[src/rtl/multicycle_control_unit.sv]
// multicycle_control_unit: multi-cycle RV32I sequencer.
// FETCH/DECODE/EXEC/MEM/WB with memory wait states; sticky trap on error.
module multicycle_control_unit #(
    parameter int TIMEOUT_CYCLES = 15
) (
    input  logic        clk,
    input  logic        reset,
    input  logic [31:0] instr,
    output logic        imem_req,
    input  logic        imem_ready,
    output logic        dmem_req,
    output logic        dmem_we,
    input  logic        dmem_ready,
    output logic        ir_en,
    output logic        pc_en,
    output logic [3:0]  alu_control_en,
    output logic        imm_en,
    output logic        register_write_en,
    output logic [1:0]  rd_mux_en,
    output logic        instr_retired,
    output logic        illegal_instr,
    output logic        bus_error
);

    localparam logic [2:0] S_FETCH  = 3'd0;
    localparam logic [2:0] S_DECODE = 3'd1;
    localparam logic [2:0] S_EXEC   = 3'd2;
    localparam logic [2:0] S_MEM    = 3'd3;
    localparam logic [2:0] S_WB     = 3'd4;
    localparam logic [2:0] S_TRAP   = 3'd5;

    localparam logic [6:0] OP_R  = 7'b0110011;
    localparam logic [6:0] OP_I  = 7'b0010011;
    localparam logic [6:0] OP_LD = 7'b0000011;
    localparam logic [6:0] OP_ST = 7'b0100011;

    localparam int CW = (TIMEOUT_CYCLES > 0) ?
                        $clog2(TIMEOUT_CYCLES + 1) : 1;
    localparam int TO_LIM = (TIMEOUT_CYCLES > 0) ? TIMEOUT_CYCLES - 1 : 0;
    localparam logic [CW-1:0] TO_LAST = TO_LIM[CW-1:0];
    localparam logic TO_ON = (TIMEOUT_CYCLES > 0);

    logic [6:0] opcode;
    logic [6:0] funct7;
    logic [2:0] funct3;
    logic       is_r;
    logic       is_i;
    logic       is_ld;
    logic       is_st;
    logic       legal;
    logic [3:0] dec_alu;

    assign opcode = instr[6:0];
    assign funct3 = instr[14:12];
    assign funct7 = instr[31:25];

    always_comb begin
        is_r    = 1'b0;
        is_i    = 1'b0;
        is_ld   = 1'b0;
        is_st   = 1'b0;
        dec_alu = 4'b0000;
        unique case (1'b1)
            opcode == OP_R: begin
                is_r = (funct7 == 7'b0000000) ||
                       (funct7 == 7'b0100000 &&
                        (funct3 == 3'b000 || funct3 == 3'b101));
            end
            opcode == OP_I: begin
                unique case (funct3)
                    3'b001:  is_i = (funct7 == 7'b0000000);
                    3'b101:  is_i = (funct7 == 7'b0000000) ||
                                    (funct7 == 7'b0100000);
                    default: is_i = 1'b1;
                endcase
            end
            opcode == OP_LD: is_ld = (funct3 == 3'b010);
            opcode == OP_ST: is_st = (funct3 == 3'b010);
            default: ;
        endcase
        // funct7[5] only distinguishes sub/sra; for I-type only sra
        if (is_r) begin
            dec_alu = {funct7[5], funct3};
        end else if (is_i) begin
            dec_alu = {funct3 == 3'b101 && funct7[5], funct3};
        end
    end

    assign legal = is_r | is_i | is_ld | is_st;

    logic [2:0]    state;
    logic [2:0]    state_nx;
    logic [CW-1:0] wait_cnt;
    logic          waiting;
    logic          ready_now;
    logic          timeout;

    assign waiting   = (state == S_FETCH) || (state == S_MEM);
    assign ready_now = (state == S_FETCH) ? imem_ready : dmem_ready;
    assign timeout   = TO_ON && waiting && !ready_now &&
                       (wait_cnt == TO_LAST);

    always_comb begin
        state_nx = state;
        case (state)
            S_FETCH: begin
                if (timeout)         state_nx = S_TRAP;
                else if (imem_ready) state_nx = S_DECODE;
            end
            S_DECODE: state_nx = legal ? S_EXEC : S_TRAP;
            S_EXEC:   state_nx = (is_ld || is_st) ? S_MEM : S_WB;
            S_MEM: begin
                if (timeout)         state_nx = S_TRAP;
                else if (dmem_ready) state_nx = is_ld ? S_WB : S_FETCH;
            end
            S_WB:     state_nx = S_FETCH;
            default:  state_nx = S_TRAP;
        endcase
    end

    always_ff @(posedge clk or negedge reset) begin
        if (!reset) begin
            state         <= S_FETCH;
            wait_cnt      <= '0;
            illegal_instr <= 1'b0;
            bus_error     <= 1'b0;
        end else begin
            state <= state_nx;
            if (state_nx != state) begin
                wait_cnt <= '0;
            end else if (waiting && !ready_now && wait_cnt != '1) begin
                wait_cnt <= wait_cnt + 1'b1;
            end
            if (state == S_DECODE && !legal) illegal_instr <= 1'b1;
            if (timeout) bus_error <= 1'b1;
        end
    end

    // decoded controls are live from DECODE until the instruction ends
    logic active;
    assign active = reset && legal &&
                    (state == S_DECODE || state == S_EXEC ||
                     state == S_MEM || state == S_WB);

    assign imem_req          = reset && (state == S_FETCH);
    assign ir_en             = imem_req && imem_ready;
    assign dmem_req          = reset && (state == S_MEM);
    assign dmem_we           = dmem_req && is_st;
    assign register_write_en = reset && (state == S_WB);
    assign pc_en             = register_write_en ||
                               (dmem_req && is_st && dmem_ready);
    assign instr_retired     = pc_en;
    assign alu_control_en    = active ? dec_alu : 4'b0000;
    assign imm_en            = active && (is_i || is_ld || is_st);
    assign rd_mux_en         = {1'b0, active && is_ld};

endmodule

[config.mk]
export PLATFORM = sky130hd
export DESIGN_NAME = multicycle_control_unit
export DESIGN_NICKNAME = d
export VERILOG_FILES = /design/src/rtl/multicycle_control_unit.sv
export SDC_FILE = /design/constraint.sdc
export NUM_CORES = 1
export LEC_CHECK = 0
export CAP_MARGIN = 20
export CELL_PAD_IN_SITES_DETAIL_PLACEMENT = 0
export CELL_PAD_IN_SITES_GLOBAL_PLACEMENT = 1
export CORE_MARGIN = 1
export CORE_UTILIZATION = 27
export DETAILED_ROUTE_END_ITERATION = 8
export GPL_ROUTABILITY_DRIVEN = 0
export HOLD_SLACK_MARGIN = 0.06
export MAX_ROUTING_LAYER = met4
export PLACE_DENSITY_LB_ADDON = 0.1
export SYNTH_ARGS = -nofsm -noshare
export SYNTH_HDL_FRONTEND = slang
export SYNTH_SLANG_ARGS = --single-unit
[constraint.sdc]
create_clock -name clk -period 5.2 [get_ports clk]
set_input_delay 1.04 -clock clk [delete_from_list [all_inputs] [get_ports clk]]
set_output_delay 1.04 -clock clk [all_outputs]
set_load 0.01 [all_outputs]
==> After elaboration in Yosys (flattened, before gate mapping) <==
Cells that the tools add are included.
{ "op_classes": {"add_sub_neg": 1, "eq_ne": 15, "mux": 19, "bitwise_logic": 3, "reduce_logical": 33} }
{ "ops": {"columns": ["op", "count"], "rows": [
  ["$eq A7 B6 Y1 const B", 3],
  ["$mux W3", 7],
  ["$mux W4", 5],
  ["$logic_and A1 B1 Y1", 16],
  ["$pmux W3 S5", 1],
  ["$logic_or A1 B1 Y1", 11],
  ["$eq A3 B2 Y1 const B", 3],
  ["$eq A7 B2 Y1 const B", 1],
  ["$eq A7 B5 Y1 const B", 1],
  ["$logic_not A7 Y1", 1],
  ["$eq A3 B1 Y1 const B", 2],
  ["$eq A3 B3 Y1 const B", 2],
  ["$logic_not A3 Y1", 2],
  ["$mux W1", 5],
  ["$add A4 B1 Y4 const B", 1],
  ["$eq A4 B4 Y1 const B", 1],
  ["$ne A4 B4 Y1 const B", 1],
  ["$ne A3 B3 Y1", 1],
  ["$or A1 B1 Y1", 3],
  ["$logic_not A1 Y1", 2],
  ["$pmux W1 S2", 1],
  ["$reduce_bool A2 Y1", 1]
]} }
{ "totals": {"reg_bits": 9, "output_inout_bits": 16, "elab_cells": 75} }

==> Longest topological paths before layout <==
Gate-level depths: netlist of run 1.
{ "logic_depth": {"ltp_word": 12, "depth_mapped": 6, "depth_no_buf": 6} }

==> Worst setup path before layout of run 1 <==
No wires, ideal clock.
{ "synth_timing": {"path_kind": "input -> output", "from": "input instr[3]", "to": "output pc_en", "arrival_ns": 2.337, "t_required_ns": 4.160, "setup_slack_ns": 1.823, "stages": 5, "n_path_buf": 1, "path_cell_list": "nor4b_4 > nand4b_1 > nor4_2 > a21o_1 > buf_4"} }
{ "synth_via": {"elab_chain_cells": 5} }
{ "synth_lines": {"columns": ["item", "line", "rtl"], "rows": [
  ["start, declared", "8", "input logic [31:0] instr,"],
  ["$eq A7 B6 Y1", "78", "opcode == OP_ST: is_st = (funct3 == 3'b010);"],
  ["$mux W1", "63", "unique case (1'b1)"],
  ["$logic_and A1 B1 Y1", null, null],
  ["named net dmem_we", "12", "output logic dmem_we,"],
  ["$logic_and A1 B1 Y1", "151", "(dmem_req && is_st && dmem_ready);"],
  ["$logic_or A1 B1 Y1", "150", "assign pc_en = register_write_en ||"],
  ["end, declared", "15", "output logic pc_en,"]
]} }
The timed path passes the listed nets, and every way through them passes these cells.

==> Final worst setup path of run 1 <==
{ "layout_timing": {"from": "input instr[13]", "to": "output instr_retired"} }
{ "layout_via": {"elab_chain_cells": 5} }
{ "layout_lines": {"columns": ["item", "line", "rtl"], "rows": [
  ["$eq A3 B2 Y1", "78", null],
  ["$mux W1", "63", null],
  ["$logic_and A1 B1 Y1 (2 in series)", "151", null],
  ["$logic_or A1 B1 Y1", "150", null],
  ["end, declared", "20", "output logic instr_retired,"]
]} }
No other way between the ends.

==> results of run 1 <==
## per-stage QoR
stage / hold WS, ns / utilization, % / std cells / setup slack (ns)
floorplan: 0.5041 / - / 106 / 1.823
global placement: 0.4492 / 40.66 / 181 / 0.9043
detailed placement: 0.4560 / 40.66 / 181 / 0.8675
CTS: 0.4698 / 41.53 / 185 / 0.8657
global route: 0.4992 / 41.53 / 185 / 0.7022
finish: 0.4608 / 41.53 / 185 / 0.9140
## power breakdown
group,total (mW),switching [mW],internal (mW)
Sequential,0.0707,0.000190,0.0705
Clock,0.0531,0.0236,0.0295
Combinational,0.0329,0.0134,0.0195
## synth_stat cells (2+ instances only)
master    number  area (µm²)
a21oi_1        4       20.02
and2_1         3       18.77
and2b_2        3       26.28
buf_4          2       15.01
dfrtp_1        9       225.2
ha_1           2       25.02
inv_1          6       22.52
nand2_1       10       37.54
nand2b_1       2       12.51
nand3_1        3       15.01
nor2_1        13       48.80
nor3_1         7       35.03
nor3b_1        3       22.52
nor4_1         4       25.02
o211ai_1       3       22.52
o21ai_0        3       15.01
xnor2_1        2       17.52
xor2_1         2       17.52
## registers in the layout, summed over array words and instances (netlist names)
| register | flops |
|---|---|
| state | 3 |
| illegal_instr | 1 |
| bus_error | 1 |
| wait_cnt | 4 |
## per-layer routing
layer	track usage, %	part of all wire, %	vias to the layer above
met3	4.464	6.2	2
met1	19.75	50	403
met5	-	0	-
met4	3.741	0.85	0
met2	21.02	43	30
li1	-	-	452
## worst max path at each step
stage	start	slack [ns]	cells past startpoint	endpoint
4_1_cts	instr[13]	0.87	6	instr_retired
3_3_place_gp	instr[12]	0.90	6	pc_en
5_1_grt	instr[13]	0.70	6	instr_retired
2_1_floorplan	instr[3]	1.82	5	pc_en
6_report	instr[13]	0.91	6	instr_retired
3_5_place_dp	instr[13]	0.87	6	instr_retired
## worst max-delay path, delay by kind of cell
kind / cells / cell delay (ns)
buffers and inverters: 2 / 1.08
and+or+nand+nor: 3 / 0.95
AOI/OAI and AO/OA: 1 / 0.17
## logic make-up after synthesis
| kind of cell | after synthesis | synth area share [%] |
|---|---|---|
| XOR/XNOR | 4 | 4.106 |
| buffers and inverters | 11 | 6.743 |
| flip-flops | 9 | 26.39 |
| AND/OR/NAND/NOR | 57 | 39.44 |
| other | 1 | 0.4395 |
| AO/OA/AOI/OAI | 21 | 18.77 |
| multiplexers | 1 | 1.173 |
| adder cells (fa/ha/maj) | 2 | 2.932 |
## cell type report
cell class              instances  area (µm²)  area share [%]
clock buffers                   4       26.28           2.090
inverters                       6       22.52           1.791
multi-input cells              86       570.5           45.37
flip-flops and latches          9       225.2           17.91
well taps                      44       55.05           4.378
repair buffers                 36       357.8           28.46
==> summary.txt, run 1 <==
Clock Root Buffer - clkbuf_4
Later-pin clock latency in the skew report - 0.26 ns
Post-route DRC - 0
Post_cts resized - 0
Setup slack, reg-to-reg - 3.44 ns
Max clock buf depth - 2
Mean post-synth cell area - 8.050 µm²
YS warnings - 0
Setup CP Type - in2out
Final WL - 2125 µm
Gr ovfl total - 0
Power per cell area - 124.6 nW/µm²
Placed inst area - 1231 µm²
Detail Route Antenna Nets - 0
CP max stage cell - clkdlybuf4s50_1
P_leak - 0.5065 nW
Layout cells sized above 1 - 9.929%
CTS tree - yes
CP required - 4.16 ns
Hold buffer count at cts - 0
Clock skew - 0.002364 ns
Top FF cell, synth - dfrtp_1
Antenna violations before repair - 0
Most frequent cells in the layout - clkdlybuf4s50_1 (35), nor2_1 (13), nand2_1 (10)
Vias in the first global route - 823
Worst VDD drop - 113.1 µV
Final setup fails - 0
Reg2reg start - wait_cnt[0]
Drt wl/cell - 11.49 µm
Sequential element share of the synthesized area - 26.39%
P&R area growth vs syn - 47.36%
Syn nets - 144
H-tree Lvls - 1
Tot Pwr - 0.1567 mW
Clock Sinks - 9
Drt pass-1 iters - 4
Syn Std Cell Area - 853.3 µm²
Post-synthesis instance total - 106
Clk slew on worst S/H paths - 0.06 ns
Vias per inst - 4.795
Die Width - 58.22 µm
Total of max-cap violations - 0
First-pass GRT wire length - 3705 µm
Tmin final - 4.286 ns
Layout fillers - 323
Critical Path Source Type - primary input
CP endpoint kind - output pin
#FFs+latches synth - 9
Post-CTS Setup Inserts - 0
DIE AREA - 3389 µm²
Post-synth EDFFs - 0
CP peak stage delay - 0.55 ns
Final Max Slew Viols - 0
RR Endpoint - state[0]
Hpwl dp - 1765 µm
Pin count of the biggest net entering global routing - 11
Crit-path cells - clkdlybuf4s50_1 > nor3b_1 > nand4b_1 > nor4_2 > a21o_1 > clkdlybuf4s50_1
Outcome - completed
Critical Path AT - 3.25 ns
R2R depth - 6
Starting Density - 28.18%
N_diodes - 0
WHS Endpoint - illegal_instr
Hold WC Path Type - reg2reg
Port Buffers - 35
TNS Setup - 0 ns
RSZ-0062 raised after global routing - false
GRT Util Overall - 14.57%
Hold Vio Cnt, Final - 0
Final period utilization - 82.42%
Fmax - 233.3 MHz
Core area - 3028 µm²
Commonest non-fill, non-tap cell in the layout - clkdlybuf4s50_1
Min-delay src - illegal_instr
CTS buffer count - 3
Synth cell types - 43
WHS Path Cells - 1
DR vias - 887
# IOs - 52
Most used cell, CP - clkdlybuf4s50_1
FP Rows - 20
Nets - 180
Final instance area - 1257 µm²
Die height - 58.22 µm
Async S/R FF share, synth - 100.0%
DRT iter0 DRCs - 22
Max Fanout on Critical Path - 6
No activity file was read; power rests on OpenSTA's default activity.
==> inputs of run 2 (changes only) <==
--- a/config.mk
+++ b/config.mk
@@ -9,7 +9,7 @@
 export CELL_PAD_IN_SITES_DETAIL_PLACEMENT = 0
 export CELL_PAD_IN_SITES_GLOBAL_PLACEMENT = 1
 export CORE_MARGIN = 1
-export CORE_UTILIZATION = 27
+export CORE_UTILIZATION = 25
 export DETAILED_ROUTE_END_ITERATION = 8
 export GPL_ROUTABILITY_DRIVEN = 0
 export HOLD_SLACK_MARGIN = 0.06
==> constraint.sdc (replaced) <==
create_clock -name clk -period 4.2 [get_ports clk]
set_input_delay 0.84 -clock clk [delete_from_list [all_inputs] [get_ports clk]]
set_output_delay 0.84 -clock clk [all_outputs]
set_load 0.01 [all_outputs]
==> run 2 against run 1 <==
Wire length grew 0.85%. Setup slack lost 0.50 ns. Sequential share of layout area down 0.11 points. Critical endpoint is now alu_control_en[3]. Largest power group unchanged.
==> summary.txt, run 2 (synthesis results as in run 1) <==
Later-pin clock latency in the skew report - 0.26 ns
Post_cts resized - 0
Top delay family on crit path - simple AND/OR/NAND/NOR gates
Hpwl dp - 1783 µm
Post-CTS Setup Inserts - 0
CP required - 3.36 ns
CP max stage cell - clkdlybuf4s50_1
Core area - 3153 µm²
DRT iter0 DRCs - 14
Starting Density - 27.06%
Detail Route Antenna Nets - 0
Vias in the first global route - 833
Max Fanout on Critical Path - 3
Largest registers - wait_cnt: 4 flops, state: 3 flops
Drt pass-1 iters - 4
DIE AREA - 3651 µm²
Fmax - 264.2 MHz
Post-route insts no fill - 186
DR vias - 881
CTS tree - yes
Final period utilization - 90.12%
P&R area growth vs syn - 48.24%
Total of max-cap violations - 0
Hold WC Path Type - reg2reg
Crit-path cells - clkdlybuf4s50_1 > nor4_1 > and2_2 > a21oi_1 > nor3_1 > and4b_1 > clkdlybuf4s50_1
Worst VDD drop - 106.0 µV
Tmin final - 3.785 ns
# IOs - 52
GR Util met2 - 19.94%
Most used cell, CP - clkdlybuf4s50_1
FP Rows - 20
Die Width - 60.43 µm
RSZ-0062 raised after global routing - false
Most frequent cells in the layout - clkdlybuf4s50_1 (35), nor2_1 (13), nand2_1 (10)
Post-route DRC - 0
First-pass GRT wire length - 3677 µm
Largest register FFs - 4
P_leak - 0.5106 nW
Largest register by flop count - wait_cnt
Clock Sinks - 9
Hold Vio Cnt, Final - 0
N_diodes - 0
Port Buffers - 35
Placed cells - 182
Final WL - 2143 µm
Clock Root Buffer - clkbuf_4
CTS buffer count - 3
Die height - 60.43 µm
Setup CP Type - in2out
Final Max Slew Viols - 0
Clock skew - 0.001792 ns
GRT Util Overall - 13.46%
Sum of buffers and inverters on the critical path - 2
Gr ovfl total - 0
Nets - 181
Grt peak-use layer - met2
Setup WS post-layout - 0.4150 ns
TNS Setup - 0 ns
Final setup fails - 0
Critical Path AT - 2.94 ns
H-tree Lvls - 1
Setup WS pre-CTS - 0.3957 ns
Hold buffer count at cts - 0
CP endpoint kind - output pin
Pin count of the biggest net entering global routing - 11
GR met1 Demand/Resource - 19.20%
Met3 Use GR - 3.412%
Critical Path Source Type - primary input
Max clock buf depth - 2
Power per cell area - 153.7 nW/µm²
Vias per inst - 4.737
Commonest non-fill, non-tap cell in the layout - clkdlybuf4s50_1
Outcome - completed
Drt wl/cell - 11.52 µm
Clk slew on worst S/H paths - 0.06 ns
Antenna violations before repair - 0
CP peak stage delay - 0.53 ns
Layout cells sized above 1 - 10.56%
[run 2: changes by cell type in the layout (fill, tap and decap cells not counted)]
| cell | previous run | this run |
|---|---|---|
| buf_4 | 1 | 2 |
[run 2: routing by layer]
layer  vias up  wire (µm)
met5         -          0
met4         0          0
met3         0        122
met2        25        913
met1       401       1107
li1        455          -
[run 2: path summary, 6_finish.rpt]
kind	from	end	slack, ns	cells after the start
setup / recovery	instr[28]	alu_control_en[3]	0.42	7
hold reg to reg	illegal_instr	illegal_instr	0.47	1
hold / removal	illegal_instr	illegal_instr	0.47	1
setup reg to reg	wait_cnt[0]	state[0]	2.49	6
min in group asynchronous	reset	state[2]	0.83	1
max in group asynchronous	reset	wait_cnt[0]	2.98	2
[run 2: final cells by class]
type	instances	area [µm²]
flip-flops and latches	9	225.2
repair buffers	37	365.4
well taps	44	55.05
clock buffers	4	26.28
fillers	351	1888
inverters	6	22.52
multi-input cells	86	570.5
[run 2: worst register-to-register path, stage by stage (launching register included)]
cell       delay [ns]
dfrtp_1          0.40
inv_1            0.06
ha_1             0.19
nand3_1          0.14
a2111oi_0        0.12
o21bai_1         0.18
or4b_1           0.50
[run 2: metrics by stage]
| stage | area (µm²) | hold WS, ns | util [%] | power, mW |
|---|---|---|---|---|
| 2_1_floorplan | 853.3 | 0.5041 | - | 0.1030 |
| 3_3_place_gp | 1239 | 0.4506 | 39.29 | 0.1299 |
| 3_5_place_dp | 1239 | 0.4562 | 39.29 | 0.1303 |
| 4_1_cts | 1265 | 0.4748 | 40.12 | 0.1996 |
| 5_1_grt | 1265 | 0.5001 | 40.12 | 0.2099 |
| 6_report | 1265 | 0.4682 | 40.12 | 0.1945 |
[run 2: report_power, final]
group          switching (mW)  total, mW  internal (mW)
Clock                  0.0294     0.0660         0.0366
Combinational          0.0169     0.0410         0.0241
Sequential           0.000247     0.0875         0.0872
Total                  0.0466      0.194          0.148
==> inputs of run 3 (changes only) <==
--- a/config.mk
+++ b/config.mk
@@ -9,7 +9,7 @@
 export CELL_PAD_IN_SITES_DETAIL_PLACEMENT = 0
 export CELL_PAD_IN_SITES_GLOBAL_PLACEMENT = 1
 export CORE_MARGIN = 1
-export CORE_UTILIZATION = 25
+export CORE_UTILIZATION = 22
 export DETAILED_ROUTE_END_ITERATION = 8
 export GPL_ROUTABILITY_DRIVEN = 0
 export HOLD_SLACK_MARGIN = 0.06
==> constraint.sdc (replaced) <==
create_clock -name clk -period 3.4 [get_ports clk]
set_input_delay 0.68 -clock clk [delete_from_list [all_inputs] [get_ports clk]]
set_output_delay 0.68 -clock clk [all_outputs]
set_load 0.01 [all_outputs]
==> run 3 against run 2 <==
Die area grew 13%. Sequential cell count did not move. Clock skew is 0.00053 ns lower. Cell count increased by 6.5%. Via count grew 5.3%. Combinational power up 42%. Sequential share of layout area is 1.6 points lower. Hold slack got worse by 0.0090 ns. Wire length increased by 10%. Clock power up 91%. Core utilization is 2.5 points lower. Register-to-register slack worse by 0.82 ns. Critical endpoint is now alu_control_en[0]. Highest routed layer unchanged.
==> summary.txt, run 3 (synthesis results as in run 1) <==
Final core occ - 37.58%
Hold buffer count at cts - 0
Antenna violations before repair - 0
Port Buffers - 35
Hold Vio Cnt, Final - 0
Setup CP Type - in2out
DRT iter0 DRCs - 36
Detail Route Antenna Nets - 0
H-tree Lvls - 1
CP required - 2.72 ns
Layout cells sized above 1 - 18.67%
Vias per inst - 4.687
CP endpoint kind - output pin
Hold WC Path Type - reg2reg
Setup slack, reg-to-reg - 1.67 ns
Largest register by flop count - wait_cnt
Hpwl dp - 1918 µm
Final setup fails - 0
Outcome - completed
Worst hold slack - 0.4592 ns
# IOs - 52
DR vias - 928
Later-pin clock latency in the skew report - 0.23 ns
Nets - 189
CTS buffer count - 3
Tmin final - 3.223 ns
P_leak - 0.6599 nW
Post-route DRC - 0
Placed cells - 194
Worst VDD drop - 174.6 µV
FP Rows - 22
Critical Path AT - 2.54 ns
Largest register FFs - 4
RSZ-0062 raised after global routing - false
Largest registers - wait_cnt: 4 flops, state: 3 flops
N_diodes - 0
Starting Density - 23.13%
Drt pass-1 iters - 6
Core area - 3689 µm²
RR Endpoint - state[0]
Clock skew - 0.001262 ns
Total of max-cap violations - 0
Most frequent cells in the layout - clkdlybuf4s50_1 (30), nor2_1 (13), nand2_1 (10), buf_4 (10), dfrtp_1 (9)
Setup WS post-layout - 0.1770 ns
Max clock buf depth - 2
Final instance area - 1386 µm²
R2R depth - 6
Die height - 64.28 µm
Post-route insts no fill - 198
Placed inst area - 1304 µm²
Worst setup path startpoint - instr[3]
Gr ovfl total - 0
Post-CTS Setup Inserts - 0
Clock Sinks - 9
Reg2reg start - wait_cnt[0]
DIE AREA - 4132 µm²
Tot Pwr - 0.2924 mW
CTS tree - yes
Vias in the first global route - 923
TNS Setup - 0 ns
Die Width - 64.28 µm
P&R area growth vs syn - 62.46%
Final period utilization - 94.80%
Power per cell area - 210.9 nW/µm²
Final WL - 2358 µm
Setup WS pre-CTS - -0.07649 ns
Final Max Slew Viols - 0
Max Fanout on Critical Path - 3
GRT Util Overall - 13.07%
Layout fillers - 398
Pin count of the biggest net entering global routing - 12
Drt wl/cell - 11.91 µm
First-pass GRT wire length - 4222 µm
CP Capture Point - alu_control_en[0]
Clk slew on worst S/H paths - 0.05 ns
Fmax - 310.3 MHz
Critical Path Source Type - primary input
Clock Root Buffer - clkbuf_8
Commonest non-fill, non-tap cell in the layout - clkdlybuf4s50_1
Min-delay src - illegal_instr
run 3: worst min-delay path by stage:
stage | to | depth (start not counted)
2_1_floorplan | bus_error | 0
3_3_place_gp | bus_error | 1
3_5_place_dp | illegal_instr | 1
4_1_cts | illegal_instr | 1
5_1_grt | illegal_instr | 1
6_report | illegal_instr | 1
run 3: report_power, final:
group / leakage (nW) / switching, mW / internal, mW
sequential: 0.113 / 0.000258 / 0.108
combinational: 0.521 / 0.0231 / 0.0351
clock: 0.0255 / 0.0457 / 0.0802
run 3: timing repair:
| action | 4_1_cts | 5_1_grt |
|---|---|---|
| pin swaps | 2 | 2 |
| gates resized for setup | 3 | 6 |
| gates cloned | 0 | 0 |
| setup endpoints to repair | 5 | 7 |
run 3: critical path, stage by stage:
cell	delay, ns
clkdlybuf4s50_1	0.44
nor4b_4	0.35
nand3_2	0.16
nor3_2	0.24
and2_1	0.15
clkdlybuf4s50_1	0.52
run 3: layer usage:
metal	wire, µm	up-vias	track usage, %	share of wire, %
met5	0	-	-	0
met4	0	0	2.500	0
met2	1174	21	22.24	50
met3	148	0	3.571	6.3
met1	1035	443	15.39	44
li1	-	464	-	-
run 3: area by class of cell:
type / count / area (µm²) / area share, %
inverters: 6 / 22.52 / 1.625
flip-flops and latches: 9 / 225.2 / 16.25
well taps: 48 / 60.06 / 4.332
multi-input cells: 86 / 594.3 / 42.87
clock buffers: 3 / 41.29 / 2.978
clock inverters: 1 / 5.005 / 0.3610
repair buffers: 45 / 437.9 / 31.59
